## config.mk

```make
export PLATFORM = sky130hd
export DESIGN_NAME = ula_op_sequencer_flat
export DESIGN_NICKNAME = d
export VERILOG_FILES = /design/src/rtl/ula_op_sequencer_pkg.sv /design/src/rtl/ula_op_sequencer_if.sv /design/src/rtl/ula_op_sequencer_decoder.sv /design/src/rtl/ula_op_sequencer.sv /design/src/flat_wrapper.sv
export SDC_FILE = /design/constraint.sdc
export NUM_CORES = 1
export LEC_CHECK = 0
export CAP_MARGIN = 5
export CORE_AREA = 2 2 115 61
export CTS_CLUSTER_SIZE = 12
export DETAILED_ROUTE_END_ITERATION = 8
export DIE_AREA = 0 0 117 63
export GPL_TIMING_DRIVEN = 0
export PLACE_DENSITY = 0.64
export SETUP_SLACK_MARGIN = 0.05
export SLEW_MARGIN = 25
export SYNTH_ARGS = -nofsm -noshare
export SYNTH_HDL_FRONTEND = slang
export SYNTH_SLANG_ARGS = --single-unit
```

## constraint.sdc

```tcl
create_clock -name clk -period 3.99 [get_ports clk]
set_input_delay 0.399 -clock clk [delete_from_list [all_inputs] [get_ports clk]]
set_output_delay 0.399 -clock clk [all_outputs]
set_load 0.02 [all_outputs]
```

## src/rtl/ula_op_sequencer_pkg.sv

```systemverilog
`default_nettype none
// ============================================================================
// Module      : ula_op_sequencer_pkg
// Description : Shared opcode constants, ULA operation codes, decoder result
//               type and default latencies for the ULA operation sequencer.
// Revision    : 1.0 - initial release
// ============================================================================
package ula_op_sequencer_pkg;

    // Low-3-bit opcode encodings accepted by the decoder (upper bits must be 0)
    localparam logic [2:0] c_opc_add = 3'd1;
    localparam logic [2:0] c_opc_sub = 3'd2;
    localparam logic [2:0] c_opc_mul = 3'd3;
    localparam logic [2:0] c_opc_div = 3'd4;
    localparam logic [2:0] c_opc_mod = 3'd5;

    // Default ULA-enable cycle counts per operation class
    localparam int c_def_lat_addsub = 1;
    localparam int c_def_lat_mul    = 4;
    localparam int c_def_lat_div    = 8;

    typedef enum logic [2:0] {
        ULA_ADD     = 3'b000,
        ULA_SUB     = 3'b001,
        ULA_MUL     = 3'b010,
        ULA_DIV     = 3'b011,
        ULA_MOD     = 3'b100,
        ULA_ILLEGAL = 3'b111
    } ula_op_e;

    // Which latency parameter governs an operation
    typedef enum logic [1:0] {
        LAT_SEL_ADDSUB = 2'd0,
        LAT_SEL_MUL    = 2'd1,
        LAT_SEL_DIV    = 2'd2
    } lat_sel_e;

    typedef struct packed {
        ula_op_e  op;
        logic     legal;
        lat_sel_e lat_sel;
    } dec_t;

    function automatic int max3(input int a, input int b, input int c);
        int m;
        m = (a > b) ? a : b;
        return (m > c) ? m : c;
    endfunction

endpackage
`default_nettype wire

```

## src/rtl/ula_op_sequencer_if.sv

```systemverilog
`default_nettype none
// ============================================================================
// Module      : ula_op_sequencer_if
// Description : Instruction handshake, ULA control, completion token and
//               performance-counter bundle of the ULA operation sequencer.
// Revision    : 1.0 - initial release
// ============================================================================
interface ula_op_sequencer_if #(
    parameter int OPCODE_W = 8,
    parameter int CNT_W    = 16
);
    logic                in_valid;
    logic [OPCODE_W-1:0] in_opcode;
    logic                in_ready;
    logic                abort;
    logic [2:0]          ula_operation;
    logic                ula_en;
    logic                out_valid;
    logic                out_err;
    logic                out_ready;
    logic                busy;
    logic [CNT_W-1:0]    instr_count;
    logic [CNT_W-1:0]    err_count;

    // Fetch/consumer side
    modport master (
        output in_valid, in_opcode, abort, out_ready,
        input  in_ready, ula_operation, ula_en, out_valid, out_err,
               busy, instr_count, err_count
    );

    // Sequencer side
    modport slave (
        input  in_valid, in_opcode, abort, out_ready,
        output in_ready, ula_operation, ula_en, out_valid, out_err,
               busy, instr_count, err_count
    );
endinterface
`default_nettype wire

```

## src/rtl/ula_op_sequencer_decoder.sv

```systemverilog
`default_nettype none
// ============================================================================
// Module      : ula_op_decoder
// Description : Combinational opcode decoder: opcode -> {ULA op, legal,
//               latency class}. Any set bit above bit 2 makes it illegal.
// Revision    : 1.0 - initial release
// ============================================================================
module ula_op_decoder
    import ula_op_sequencer_pkg::*;
#(
    parameter int OPCODE_W = 8
) (
    input  wire logic [OPCODE_W-1:0] i_opcode,
    output dec_t                     o_dec
);

    logic w_upper_zero;

    assign w_upper_zero = ((i_opcode >> 3) == '0);

    // Map legal encodings; everything else falls through to the illegal code
    always_comb begin
        o_dec = '{op: ULA_ILLEGAL, legal: 1'b0, lat_sel: LAT_SEL_ADDSUB};
        if (w_upper_zero) begin
            case (i_opcode[2:0])
                c_opc_add: o_dec = '{op: ULA_ADD, legal: 1'b1, lat_sel: LAT_SEL_ADDSUB};
                c_opc_sub: o_dec = '{op: ULA_SUB, legal: 1'b1, lat_sel: LAT_SEL_ADDSUB};
                c_opc_mul: o_dec = '{op: ULA_MUL, legal: 1'b1, lat_sel: LAT_SEL_MUL};
                c_opc_div: o_dec = '{op: ULA_DIV, legal: 1'b1, lat_sel: LAT_SEL_DIV};
                c_opc_mod: o_dec = '{op: ULA_MOD, legal: 1'b1, lat_sel: LAT_SEL_DIV};
                default:   o_dec = '{op: ULA_ILLEGAL, legal: 1'b0, lat_sel: LAT_SEL_ADDSUB};
            endcase
        end
    end

endmodule
`default_nettype wire

```

## src/rtl/ula_op_sequencer.sv

```systemverilog
`default_nettype none
// ============================================================================
// Module      : ula_op_sequencer
// Description : Accepts one instruction per handshake, holds the ULA enabled
//               for the operation's latency, then presents a completion token.
//               Keeps saturating completed/error token counters.
// Revision    : 1.0 - initial release
// ============================================================================
module ula_op_sequencer
    import ula_op_sequencer_pkg::*;
#(
    parameter int OPCODE_W   = 8,
    parameter int LAT_ADDSUB = c_def_lat_addsub,
    parameter int LAT_MUL    = c_def_lat_mul,
    parameter int LAT_DIV    = c_def_lat_div,
    parameter int CNT_W      = 16
) (
    input wire logic           clk,
    input wire logic           reset,
    ula_op_sequencer_if.slave  bus
);

    localparam int c_lat_max = max3(LAT_ADDSUB, LAT_MUL, LAT_DIV);
    // Down-counter holds LAT-1, so clog2(max latency) bits suffice
    localparam int c_cyc_w   = (c_lat_max > 1) ? $clog2(c_lat_max) : 1;

    localparam logic [1:0] c_st_idle = 2'd0;
    localparam logic [1:0] c_st_exec = 2'd1;
    localparam logic [1:0] c_st_done = 2'd2;

    logic [1:0]         r_state;
    logic [2:0]         r_op;
    logic               r_en;
    logic               r_valid;
    logic               r_err;
    logic [c_cyc_w-1:0] r_cyc;
    logic [CNT_W-1:0]   r_instr_cnt;
    logic [CNT_W-1:0]   r_err_cnt;

    dec_t               w_dec;
    logic [c_cyc_w-1:0] w_lat_m1;
    logic               w_handshake;

    ula_op_decoder #(
        .OPCODE_W (OPCODE_W)
    ) u_dec (
        .i_opcode (bus.in_opcode),
        .o_dec    (w_dec)
    );

    // Counter preload for the decoded operation's latency class
    always_comb begin
        w_lat_m1 = c_cyc_w'(LAT_ADDSUB - 1);
        case (w_dec.lat_sel)
            LAT_SEL_MUL: w_lat_m1 = c_cyc_w'(LAT_MUL - 1);
            LAT_SEL_DIV: w_lat_m1 = c_cyc_w'(LAT_DIV - 1);
            default:     w_lat_m1 = c_cyc_w'(LAT_ADDSUB - 1);
        endcase
    end

    // Token consumed this edge; abort suppresses the count
    assign w_handshake = (r_state == c_st_done) && bus.out_ready && !bus.abort;

    // Sequencer FSM with its registered outputs; abort flushes from any state
    always_ff @(posedge clk or posedge reset) begin
        if (reset) begin
            r_state <= c_st_idle;
            r_op    <= ULA_ILLEGAL;
            r_en    <= 1'b0;
            r_valid <= 1'b0;
            r_err   <= 1'b0;
            r_cyc   <= '0;
        end else if (bus.abort) begin
            r_state <= c_st_idle;
            r_op    <= ULA_ILLEGAL;
            r_en    <= 1'b0;
            r_valid <= 1'b0;
            r_err   <= 1'b0;
            r_cyc   <= '0;
        end else begin
            case (r_state)
                c_st_idle: begin
                    if (bus.in_valid) begin
                        if (w_dec.legal) begin
                            r_state <= c_st_exec;
                            r_op    <= w_dec.op;
                            r_en    <= 1'b1;
                            r_cyc   <= w_lat_m1;
                        end else begin
                            // Illegal opcodes skip the ULA entirely
                            r_state <= c_st_done;
                            r_op    <= ULA_ILLEGAL;
                            r_valid <= 1'b1;
                            r_err   <= 1'b1;
                        end
                    end
                end
                c_st_exec: begin
                    if (r_cyc == '0) begin
                        r_state <= c_st_done;
                        r_en    <= 1'b0;
                        r_valid <= 1'b1;
                    end else begin
                        r_cyc <= r_cyc - c_cyc_w'(1);
                    end
                end
                c_st_done: begin
                    if (bus.out_ready) begin
                        r_state <= c_st_idle;
                        r_op    <= ULA_ILLEGAL;
                        r_valid <= 1'b0;
                        r_err   <= 1'b0;
                    end
                end
                default: begin
                    r_state <= c_st_idle;
                    r_op    <= ULA_ILLEGAL;
                    r_en    <= 1'b0;
                    r_valid <= 1'b0;
                    r_err   <= 1'b0;
                    r_cyc   <= '0;
                end
            endcase
        end
    end

    // Saturating performance counters, bumped on each completed token
    always_ff @(posedge clk or posedge reset) begin
        if (reset) begin
            r_instr_cnt <= '0;
            r_err_cnt   <= '0;
        end else if (w_handshake) begin
            if (r_instr_cnt != '1) begin
                r_instr_cnt <= r_instr_cnt + CNT_W'(1);
            end
            if (r_err && (r_err_cnt != '1)) begin
                r_err_cnt <= r_err_cnt + CNT_W'(1);
            end
        end
    end

    assign bus.in_ready      = (r_state == c_st_idle);
    assign bus.busy          = (r_state != c_st_idle);
    assign bus.ula_operation = r_op;
    assign bus.ula_en        = r_en;
    assign bus.out_valid     = r_valid;
    assign bus.out_err       = r_err;
    assign bus.instr_count   = r_instr_cnt;
    assign bus.err_count     = r_err_cnt;

endmodule
`default_nettype wire

```

## src/flat_wrapper.sv

```systemverilog
// flat-port wrapper written by rule: the top's interface ports become plain ports
module ula_op_sequencer_flat import ula_op_sequencer_pkg::*;
#(
    parameter int OPCODE_W   = 8,
    parameter int LAT_ADDSUB = c_def_lat_addsub,
    parameter int LAT_MUL    = c_def_lat_mul,
    parameter int LAT_DIV    = c_def_lat_div,
    parameter int CNT_W      = 16
)
  (clk, reset, bus_in_valid, bus_in_opcode, bus_abort, bus_out_ready, bus_in_ready, bus_ula_operation, bus_ula_en, bus_out_valid, bus_out_err, bus_busy, bus_instr_count, bus_err_count);
  ula_op_sequencer_if #(.OPCODE_W(OPCODE_W), .CNT_W(CNT_W)) bus_i ();
  input wire logic clk;
  input wire logic reset;
  input wire logic [$bits(bus_i.in_valid)-1:0] bus_in_valid;
  input wire logic [$bits(bus_i.in_opcode)-1:0] bus_in_opcode;
  input wire logic [$bits(bus_i.abort)-1:0] bus_abort;
  input wire logic [$bits(bus_i.out_ready)-1:0] bus_out_ready;
  output wire logic [$bits(bus_i.in_ready)-1:0] bus_in_ready;
  output wire logic [$bits(bus_i.ula_operation)-1:0] bus_ula_operation;
  output wire logic [$bits(bus_i.ula_en)-1:0] bus_ula_en;
  output wire logic [$bits(bus_i.out_valid)-1:0] bus_out_valid;
  output wire logic [$bits(bus_i.out_err)-1:0] bus_out_err;
  output wire logic [$bits(bus_i.busy)-1:0] bus_busy;
  output wire logic [$bits(bus_i.instr_count)-1:0] bus_instr_count;
  output wire logic [$bits(bus_i.err_count)-1:0] bus_err_count;
  assign bus_i.in_valid = bus_in_valid;
  assign bus_i.in_opcode = bus_in_opcode;
  assign bus_i.abort = bus_abort;
  assign bus_i.out_ready = bus_out_ready;
  assign bus_in_ready = bus_i.in_ready;
  assign bus_ula_operation = bus_i.ula_operation;
  assign bus_ula_en = bus_i.ula_en;
  assign bus_out_valid = bus_i.out_valid;
  assign bus_out_err = bus_i.out_err;
  assign bus_busy = bus_i.busy;
  assign bus_instr_count = bus_i.instr_count;
  assign bus_err_count = bus_i.err_count;
  ula_op_sequencer #(.OPCODE_W(OPCODE_W), .LAT_ADDSUB(LAT_ADDSUB), .LAT_MUL(LAT_MUL), .LAT_DIV(LAT_DIV), .CNT_W(CNT_W)) u_core (.clk(clk), .reset(reset), .bus(bus_i));
endmodule
```

# Yosys cells after proc, flatten, opt, wreduce, memory -nomap -nowiden
# Cells that the tools add are included.
[word_totals]
ff_bits = 43
input_bits = 13
[classes]
n_addsub = 3
eq_ne = 19
mux = 32
n_reduce_logical = 16
[op_table]
columns = ["op", "n"]
rows = [
  ["$add 16x1->16 const B", 2],
  ["$ne 16x16->1 const B", 2],
  ["$pmux 6 s5", 1],
  ["$mux 3", 8],
  ["$pmux 3 s3", 2],
  ["$reduce_and 4->1", 4],
  ["$ne 3x3->1 const B", 4],
  ["$mux 1", 10],
  ["$mux 2", 5],
  ["$pmux 1 s3", 3],
  ["$logic_not 8->1", 1],
  ["$eq 3x2->1 const B", 2],
  ["$eq 3x3->1 const B", 2],
  ["$mux 6", 1],
  ["$ne 3x2->1 const B", 2],
  ["$pmux 2 s3", 1],
  ["$pmux 3 s2", 1],
  ["$reduce_and 3->1", 2],
  ["$eq 2x1->1 const B", 2],
  ["$eq 2x2->1 const B", 2],
  ["$ne 2x2->1 const B", 2],
  ["$reduce_and 2->1", 2],
  ["$eq 3x1->1 const B", 1],
  ["$logic_and 1x1->1", 3],
  ["other kinds (5)", 5],
]

# Logic depth before layout (Yosys ltp)
# Gate-level depths: netlist of the first run.
[depth]
depth_word = 9
ltp_mapped = 8
mapped_depth_nobuf = 8

# Hierarchy
# Synthesis of the first run repeated with hierarchy kept, for this count alone.
[hier_totals]
cells_unflattened = 227
area_unflattened_um2 = 2284.7
[modules_own_cells]
columns = ["mod", "n_inst", "cells_each", "area_per_inst_um2"]
rows = [
  ["ula_op_sequencer", 1, 213, 2180.8],
  ["ula_op_decoder", 1, 14, 103.8],
]

# Worst setup path after synthesis of the first run
# No wires, ideal clock.
[synth_timing]
path_kind = "in2reg"
start = "in bus_in_opcode[3]"
end = "reg u_core.r_cyc[0]"
setup_time_ns = 0.127
arrival_ns = 1.709
required_time_ns = 3.863
path_slack_ns = 2.154
cell_stages = 4
n_path_buf = 0
cell_sequence = "or4_4 -> a211oi_4 -> a21oi_2 -> o32a_2"
[synth_via]
elab_chain_len = 8
word_cells_on_any_way = 11
[synth_lines]
columns = ["element", "line", "source"]
rows = [
  ["from (decl)", "flat_wrapper.sv:15", "input wire logic [$bits(bus_i.in_opcode)-1:0] bus_in_opcode;"],
  ["$logic_not 8->1 (*)", "ula_op_sequencer_decoder.sv:19", "assign w_upper_zero = ((i_opcode >> 3) == '0);"],
  ["$mux 6 (*)", "ula_op_sequencer_decoder.sv:24", "if (w_upper_zero) begin"],
  ["$eq 2x2->1 or $eq 2x1->1 (tied branches)", "ula_op_sequencer.sv:54", "case (w_dec.lat_sel)"],
  ["$pmux 3 s2", "ula_op_sequencer.sv:54", ""],
  ["$mux 3", "ula_op_sequencer.sv:84", "if (w_dec.legal) begin"],
  ["$mux 3", "ula_op_sequencer.sv:83", "if (bus.in_valid) begin"],
  ["$pmux 3 s3", "ula_op_sequencer.sv:81", "case (r_state)"],
  ["$mux 3", "ula_op_sequencer.sv:73", "end else if (bus.abort) begin"],
  ["to (signal assigned)", "ula_op_sequencer.sv:88", "r_cyc <= w_lat_m1;"],
  ["to (signal assigned)", "ula_op_sequencer.sv:104", "r_cyc <= r_cyc - c_cyc_w'(1);"],
  ["to (decl)", "ula_op_sequencer.sv:36", "logic [c_cyc_w-1:0] r_cyc;"],
]
# Every way passes the cells marked *; elsewhere a longest branch is shown, timed or not. The select of a mux whose other input is x is not followed.
# A chain may end at the register's enable or synchronous reset.

# Worst setup path after layout of the first run
[layout_timing]
start = "reg u_core.r_state[0]"
end = "out bus_in_ready"
[layout_via]
elab_chain_len = 1
[layout_lines]
columns = ["element", "line", "source"]
rows = [
  ["from (decl)", "ula_op_sequencer.sv:31", "logic [1:0] r_state;"],
  ["from (signal assigned)", "ula_op_sequencer.sv:67", "r_state <= c_st_idle;"],
  ["from (signal assigned)", "ula_op_sequencer.sv:74", "r_state <= c_st_idle;"],
  ["from (signal assigned)", "ula_op_sequencer.sv:85", "r_state <= c_st_exec;"],
  ["$logic_not 2->1", "ula_op_sequencer.sv:142", "assign bus.in_ready = (r_state == c_st_idle);"],
  ["to (decl)", "flat_wrapper.sv:18", "output wire logic [$bits(bus_i.in_ready)-1:0] bus_in_ready;"],
]
# Every way passes these cells.

==> results of run 1 <==
worst max path at each step:
stage / from / end
floorplan: bus_in_opcode[3] / u_core.r_cyc[0]$_DFFE_PP0P_
global placement: bus_in_opcode[2] / u_core.bus.ula_operation[0]$_DFFE_PP1P_
detailed placement: bus_in_opcode[3] / u_core.r_cyc[0]$_DFFE_PP0P_
CTS: u_core.r_state[0]$_DFFE_PP0P_ / bus_in_ready
global route: u_core.r_state[0]$_DFFE_PP0P_ / bus_in_ready
finish: u_core.r_state[0]$_DFFE_PP0P_ / bus_in_ready
cell families after synthesis:
group / count (synthesis)
multiplexers: 5
buffers and inverters: 18
flip-flops: 43
AND/OR/NAND/NOR: 100
AO/OA/AOI/OAI: 37
XOR/XNOR: 30
adder cells (fa/ha/maj): 6
cell usage after synthesis, drive strengths merged, types with 5 or more instances:
cell / n / share of area
ha: 6 / 0.030
dfrtp: 40 / 0.40
nor2: 9 / 0.013
or2: 5 / 0.013
nand4: 9 / 0.025
nand2: 17 / 0.025
inv: 10 / 0.015
nor3: 7 / 0.014
a21oi: 13 / 0.028
mux2: 5 / 0.022
nor4: 5 / 0.018
nand3: 14 / 0.028
xnor2: 10 / 0.035
and4: 6 / 0.021
xor2: 20 / 0.070
metal layers:
metal | part of all wire | GRT usage
met5 | 0 | 0
met4 | 0.0084 | 0.0412
met3 | 0.048 | 0.0466
met2 | 0.40 | 0.226
met1 | 0.54 | 0.268
cell usage in the layout (no fill, tap or decap), drive strengths merged, types with 3 or more instances in the layout:
| cell type | netlist | routed |
|---|---|---|
| buf | 4 | 5 |
| nor3 | 7 | 7 |
| or3b | 3 | 3 |
| and3 | 4 | 4 |
| inv | 10 | 10 |
| clkdlybuf4s50 | 0 | 51 |
| o21ai | 3 | 3 |
| nor2b | 3 | 3 |
| nand2 | 17 | 17 |
| nand4 | 9 | 9 |
| clkbuf | 4 | 9 |
| xnor2 | 10 | 10 |
| nor4 | 5 | 5 |
| dfrtp | 40 | 40 |
| nor3b | 4 | 4 |
| xor2 | 20 | 20 |
| or2 | 5 | 5 |
| and4 | 6 | 6 |
| mux2 | 5 | 5 |
| a2111oi | 4 | 4 |
| dfstp | 3 | 3 |
| a21oi | 13 | 13 |
| a211oi | 3 | 3 |
| and2 | 4 | 4 |
| ha | 6 | 6 |
| nor2 | 9 | 9 |
| nand3 | 14 | 14 |
| a311oi | 3 | 3 |
layout make-up:
class	instances	area, um2
clock buffers	5	125
clock inverters	3	43.8
flip-flops and latches	43	1080
inverters	10	37.5
multi-input cells	178	1350
plain buffers	8	37.5
well taps	92	115
fillers	580	3120
repair buffers	52	531
power groups by stage:
stage | registers, uW | clock network [uW] | logic [uW]
after CTS | 533 | 472 | 288
after floorplan | 567 | 0 | 125
after global placement | 539 | 0 | 279
after global routing | 541 | 496 | 309
final | 532 | 459 | 286
after detailed placement | 539 | 0 | 288
sequential cells by signal, indices dropped and copies added, names as in the netlist:
signal,cells
u_core.bus.err_count,16
u_core.bus.instr_count,16
u_core.bus.ula_operation,3
u_core.r_cyc,3
u_core.r_state,2
u_core.bus.out_err,1
u_core.bus.out_valid,1
u_core.bus.ula_en,1
per-stage QoR:
step / power (uW) / std cells / util / hold WS [ns] / instance area, um2
after floorplan: 692 / 239 / - / 0.468 / 2500
after global placement: 817 / 382 / 0.486 / 0.483 / 3130
after detailed placement: 827 / 383 / 0.489 / 0.477 / 3150
after CTS: 1290 / 391 / 0.515 / 0.391 / 3320
after global routing: 1350 / 391 / 0.515 / 0.424 / 3320
final: 1280 / 391 / 0.515 / 0.397 / 3320
==> flow_summary.yaml, run 1 <==
synth:
  synth_top_family_by_area: "simple AND/OR/NAND/NOR gates"
  ys_seq_area_frac: 0.431
  netlist_instances: 239
  ys.flop_type: "dfrtp_1"
  yosysUniqueCellTypes: 53
  netlist_area_mm2: 0.00250
  yosys_register_bits: 43
  synth-async-reset-ratio: 1.00
  synthSimpleGateAreaFrac: 0.256
  synth_compound_area_frac: 0.126
  syn_nets: 258
  yosys_warnings: 0
  synthAdderAreaFrac: 0.0300
  synth-edff-count: 0
  avgSynthCellArea_um2: 10.5
  synth-xor-area-share: 0.105
  synth_mux_area_frac: 0.0225
clock_tree:
  clockBufferDepth: 2
  hold_buffers: 0
  clk_pin_slew_worst_paths_ns: 0.06
  root_buffer: "clkbuf_16"
  insertion_delay_ns: 0.28
  cts_sinks: 43
  postCtsSetupBuffers: 0
  cts-resized-gates: 0
  h-tree-depth: 2
  numCtsBuffers: 5
  cts_tree: "done"
worst_hold_path:
  hold_start: "bus_abort"
  hold_end: "u_core.r_state[1]$_DFFE_PP0P_"
  whs_path_depth: 2
  hold_class: "in -> reg"
timing:
  tightest_slew_ns: 0.601
  maxSlewViolCount: 0
  rsz0062_at_grt: "no"
  hold_violations: 0
  post-route-period-util: 0.576
  fmax_ghz: 0.435
  setup_viol: 0
  relSlewSlack: 0.596
  worst_slack_ns: 1.69
  period_needed_ns: 2.30
  skew_ns: 0.00492
  tns_ns: 0
floorplan:
  core_area_mm2: 0.00644
  fp.dieH_um: 63
  die_w_um: 117
  row_count: 21
  floorplan.initialDensity: 0.389
  dieArea_mm2: 0.00737
  ios: 53
setup_path:
  r2r-start: "u_core.bus.instr_count[0]$_DFFE_PP0P_"
  rr_worst_depth: 6
  cpPeakStageDelay_ns: 0.59
  reg2reg_to: "u_core.bus.instr_count[3]$_DFFE_PP0P_"
  required_ns: 3.59
  cp-start-kind: "flop"
  path_delay_family: "buffers and inverters"
  critical_path_class: "reg -> out"
  worstPathCellList: "clkbuf_1, or2_2, inv_1, clkdlybuf4s50_1"
  slowest_stage: "clkdlybuf4s50_1"
  critPathMaxFanout: 10
  path_depth: 4
  cp.arrival_ns: 1.90
  crit_path_end_kind: "primary output"
  path_buf_inv: 3
  regToRegSetupSlack_ns: 2.04
pwr:
  sw_frac_of_total: 0.290
  cellPowerDensity_mw_per_mm2: 385
  p_clk_frac: 0.359
  p_leak_uw: 0.00142
  p_int_uw: 906
  combPwrFrac: 0.224
  vdd_drop_max_v: 0.000219
  seqPwrFrac: 0.417
  switchingPower_uw: 371
grt:
  grt_max_degree: 25
  grt_pass1_vias: 1994
  grt_overflow: 0
  antenna_found_initial: 0
  grt_pass1_wl_um: 9850
  grt.total_usage: 0.170
routing:
  drt_iter0_drc: 119
  routedWlPerCell_um: 14.6
  vias_per_cell: 5.15
  ant_nets: 0
  wirelength_um: 5710
  dr.pass1.iters: 4
  route.detailed.drc: 0
  vias: 2012
cells_and_area:
  fin_nets: 317
  syn2layout_area_growth_pct: 32.5
  num_antenna_cells: 0
  drive_above_1_share: 0.147
placement:
  io_buffers: 51
  pre_cts_ws_ns: 1.56
  hpwl_um: 4400
  globalplace.congestion: 0.832
run:
  drv_cap: 0
outcome:
  status: "complete, no violations"
No activity file was read; power rests on OpenSTA's default activity.
==> run 2, diff against run 1 <==
==> constraint.sdc (replaced) <==
create_clock -name clk -period 2.37 [get_ports clk]
set_input_delay 0.237 -clock clk [delete_from_list [all_inputs] [get_ports clk]]
set_output_delay 0.237 -clock clk [all_outputs]
set_load 0.02 [all_outputs]
==> results of run 2 <==
The final DEF is identical to that of run 1. Status: complete, no violations.
Among the figures that moved: setup slack after placement 1.56 ns -> 0.0995 ns; setup slack after layout 1.69 ns -> 0.233 ns; hold slack 0.397 ns -> 0.235 ns; register-to-register setup slack 2.04 ns -> 0.42 ns; total power 1280 uW -> 2150 uW; worst IR drop on VDD 0.000219 V -> 0.000369 V
==> run 3, diff against run 2 <==
==> constraint.sdc (replaced) <==
create_clock -name clk -period 2.37 [get_ports clk]
set_input_delay 0.237 -clock clk [delete_from_list [all_inputs] [get_ports clk]]
set_output_delay 0.237 -clock clk [all_outputs]
set_load 0.05 [all_outputs]
==> flow_summary.yaml, run 3 (synthesized netlist as in run 1, its figures left out) <==
cells_and_area:
  final_cells: 391
  final_common_cell: "clkdlybuf4s50_1"
  syn2layout_area_growth_pct: 32.6
  fillers: 581
  num_antenna_cells: 0
  most-common-layout-cells: "49 x clkdlybuf4s50_1, 40 x dfrtp_1, 20 x xor2_1, 17 x nand2_1, 14 x nand3_1"
  register_area_mm2: 0.00108
  fin_nets: 317
  drive_above_1_share: 0.147
  multiInputGateArea_mm2: 0.00135
timing:
  tns_ns: 0
  maxSlewViolCount: 0
  skew_ns: 0.00492
  period_needed_ns: 2.06
  fmax_ghz: 0.484
  rsz0062_at_grt: "no"
  tightest_slew_ns: 0.601
  setup_viol: 0
  post-route-period-util: 0.871
  hold_violations: 0
  relSlewSlack: 0.596
setup_path:
  critPathMaxFanout: 10
  cp-start-kind: "flop"
  cpPeakStageDelay_ns: 0.52
  path_buf_inv: 3
  slowest_stage: "dlygate4sd2_1"
  critical_path_class: "reg -> out"
  required_ns: 2.13
  cp.arrival_ns: 1.83
  crit_path_end_kind: "primary output"
  path_delay_family: "buffers and inverters"
  worstPathCellList: "clkbuf_1, or2_2, inv_1, dlygate4sd2_1"
pwr:
  combPwrFrac: 0.271
  seqPwrFrac: 0.391
  p_leak_uw: 0.00144
  sw_frac_of_total: 0.335
  vdd_drop_max_v: 0.000382
  p_int_uw: 1520
  switchingPower_uw: 766
  total_power_uw: 2290
  p_clk_frac: 0.337
  cellPowerDensity_mw_per_mm2: 690
routing:
  drt_iter0_drc: 117
  vias: 2013
  ant_nets: 0
  dr.pass1.iters: 4
  route.detailed.drc: 0
  routedWlPerCell_um: 14.7
  vias_per_cell: 5.15
  wirelength_um: 5740
clock_tree:
  cts_sinks: 43
  insertion_delay_ns: 0.28
  numCtsBuffers: 5
  h-tree-depth: 2
  clk_pin_slew_worst_paths_ns: 0.06
  clockBufferDepth: 2
  hold_buffers: 0
  root_buffer: "clkbuf_16"
  postCtsSetupBuffers: 0
  cts_tree: "done"
floorplan:
  fp.dieH_um: 63
  ios: 53
  row_count: 21
  dieArea_mm2: 0.00737
  core_area_mm2: 0.00644
  die_w_um: 117
  floorplan.initialDensity: 0.389
placement:
  dp.cells: 383
  io_buffers: 51
  globalplace.congestion: 0.832
  hpwl_um: 4400
run:
  drv_cap: 0
outcome:
  status: "complete, no violations"
worst_hold_path:
  hold_class: "in -> reg"
grt:
  grt_pass1_wl_um: 9850
  grt_max_degree: 25
  grt_overflow: 0
  grt.total_usage: 0.170
  grt_pass1_vias: 1994
  antenna_found_initial: 0
[run 3: cell count changes in the layout (fill, tap and decap cells not counted), sizes merged]
cell,change
dlymetal6s2s,+1
dlygate4sd2,+1
clkdlybuf4s50,-2
[run 3: worst register-to-register path, stage by stage, from the launching register on]
cell	delay, ns
dfrtp_1	0.43
ha_1	0.25
and4_1	0.19
and4_1	0.17
clkbuf_1	0.18
nor4b_1	0.44
xor2_1	0.20
[run 3: repair_timing]
action | in CTS | in global routing
resized for setup | 1 | 1
pin swaps | 0 | 0
gates cloned | 0 | 0
endpoints found under the setup margin | 1 | 1
[run 3: area by class of cell]
| class | count | area share |
|---|---|---|
| multi-input cells | 178 | 0.406 |
| repair buffers | 52 | 0.160 |
| flip-flops and latches | 43 | 0.325 |
| clock buffers | 5 | 0.0377 |
| clock inverters | 3 | 0.0132 |
| plain buffers | 8 | 0.0113 |
| well taps | 92 | 0.0347 |
| inverters | 10 | 0.0113 |
[run 3: metal layers]
layer | share of wire | up-vias | GRT usage
li1 | - | 997 | -
met1 | 0.54 | 961 | 0.268
met2 | 0.40 | 47 | 0.226
met3 | 0.048 | 8 | 0.0466
met4 | 0.0084 | 0 | 0.0412
met5 | 0 | - | 0
[run 3: final timing paths]
check / from / endpoint / slack, ns / cells after the start
max in group asynchronous: reset / u_core.bus.ula_operation[1]$_DFFE_PP1P_ / 1.54 / 3
worst max-delay path: u_core.r_state[0]$_DFFE_PP0P_ / bus_in_ready / 0.31 / 4
worst min-delay path: bus_abort / u_core.r_state[1]$_DFFE_PP0P_ / 0.24 / 2
min in group asynchronous: reset / u_core.bus.err_count[7]$_DFFE_PP0P_ / 0.28 / 2
worst max register to register: u_core.bus.instr_count[0]$_DFFE_PP0P_ / u_core.bus.instr_count[3]$_DFFE_PP0P_ / 0.42 / 6
worst min register to register: u_core.bus.instr_count[12]$_DFFE_PP0P_ / u_core.bus.instr_count[12]$_DFFE_PP0P_ / 0.49 / 1
[run 3: metrics by stage]
step	hold WS, ns	instance area, um2	setup WS (ns)	utilization
6_report	0.235	3320	0.306	0.515
4_1_cts	0.229	3320	0.123	0.515
3_5_place_dp	0.477	3150	0.0995	0.489
3_3_place_gp	0.483	3130	0.117	0.486
5_1_grt	0.262	3320	0.235	0.515
2_1_floorplan	0.396	2500	0.383	-
[run 3: power by group through the flow]
stage	clock network [uW]	registers [uW]	logic, uW
after detailed placement	0	908	626
after floorplan	0	1080	219
after global placement	0	907	610
after global routing	836	911	659
final	773	896	621
after CTS	795	897	624
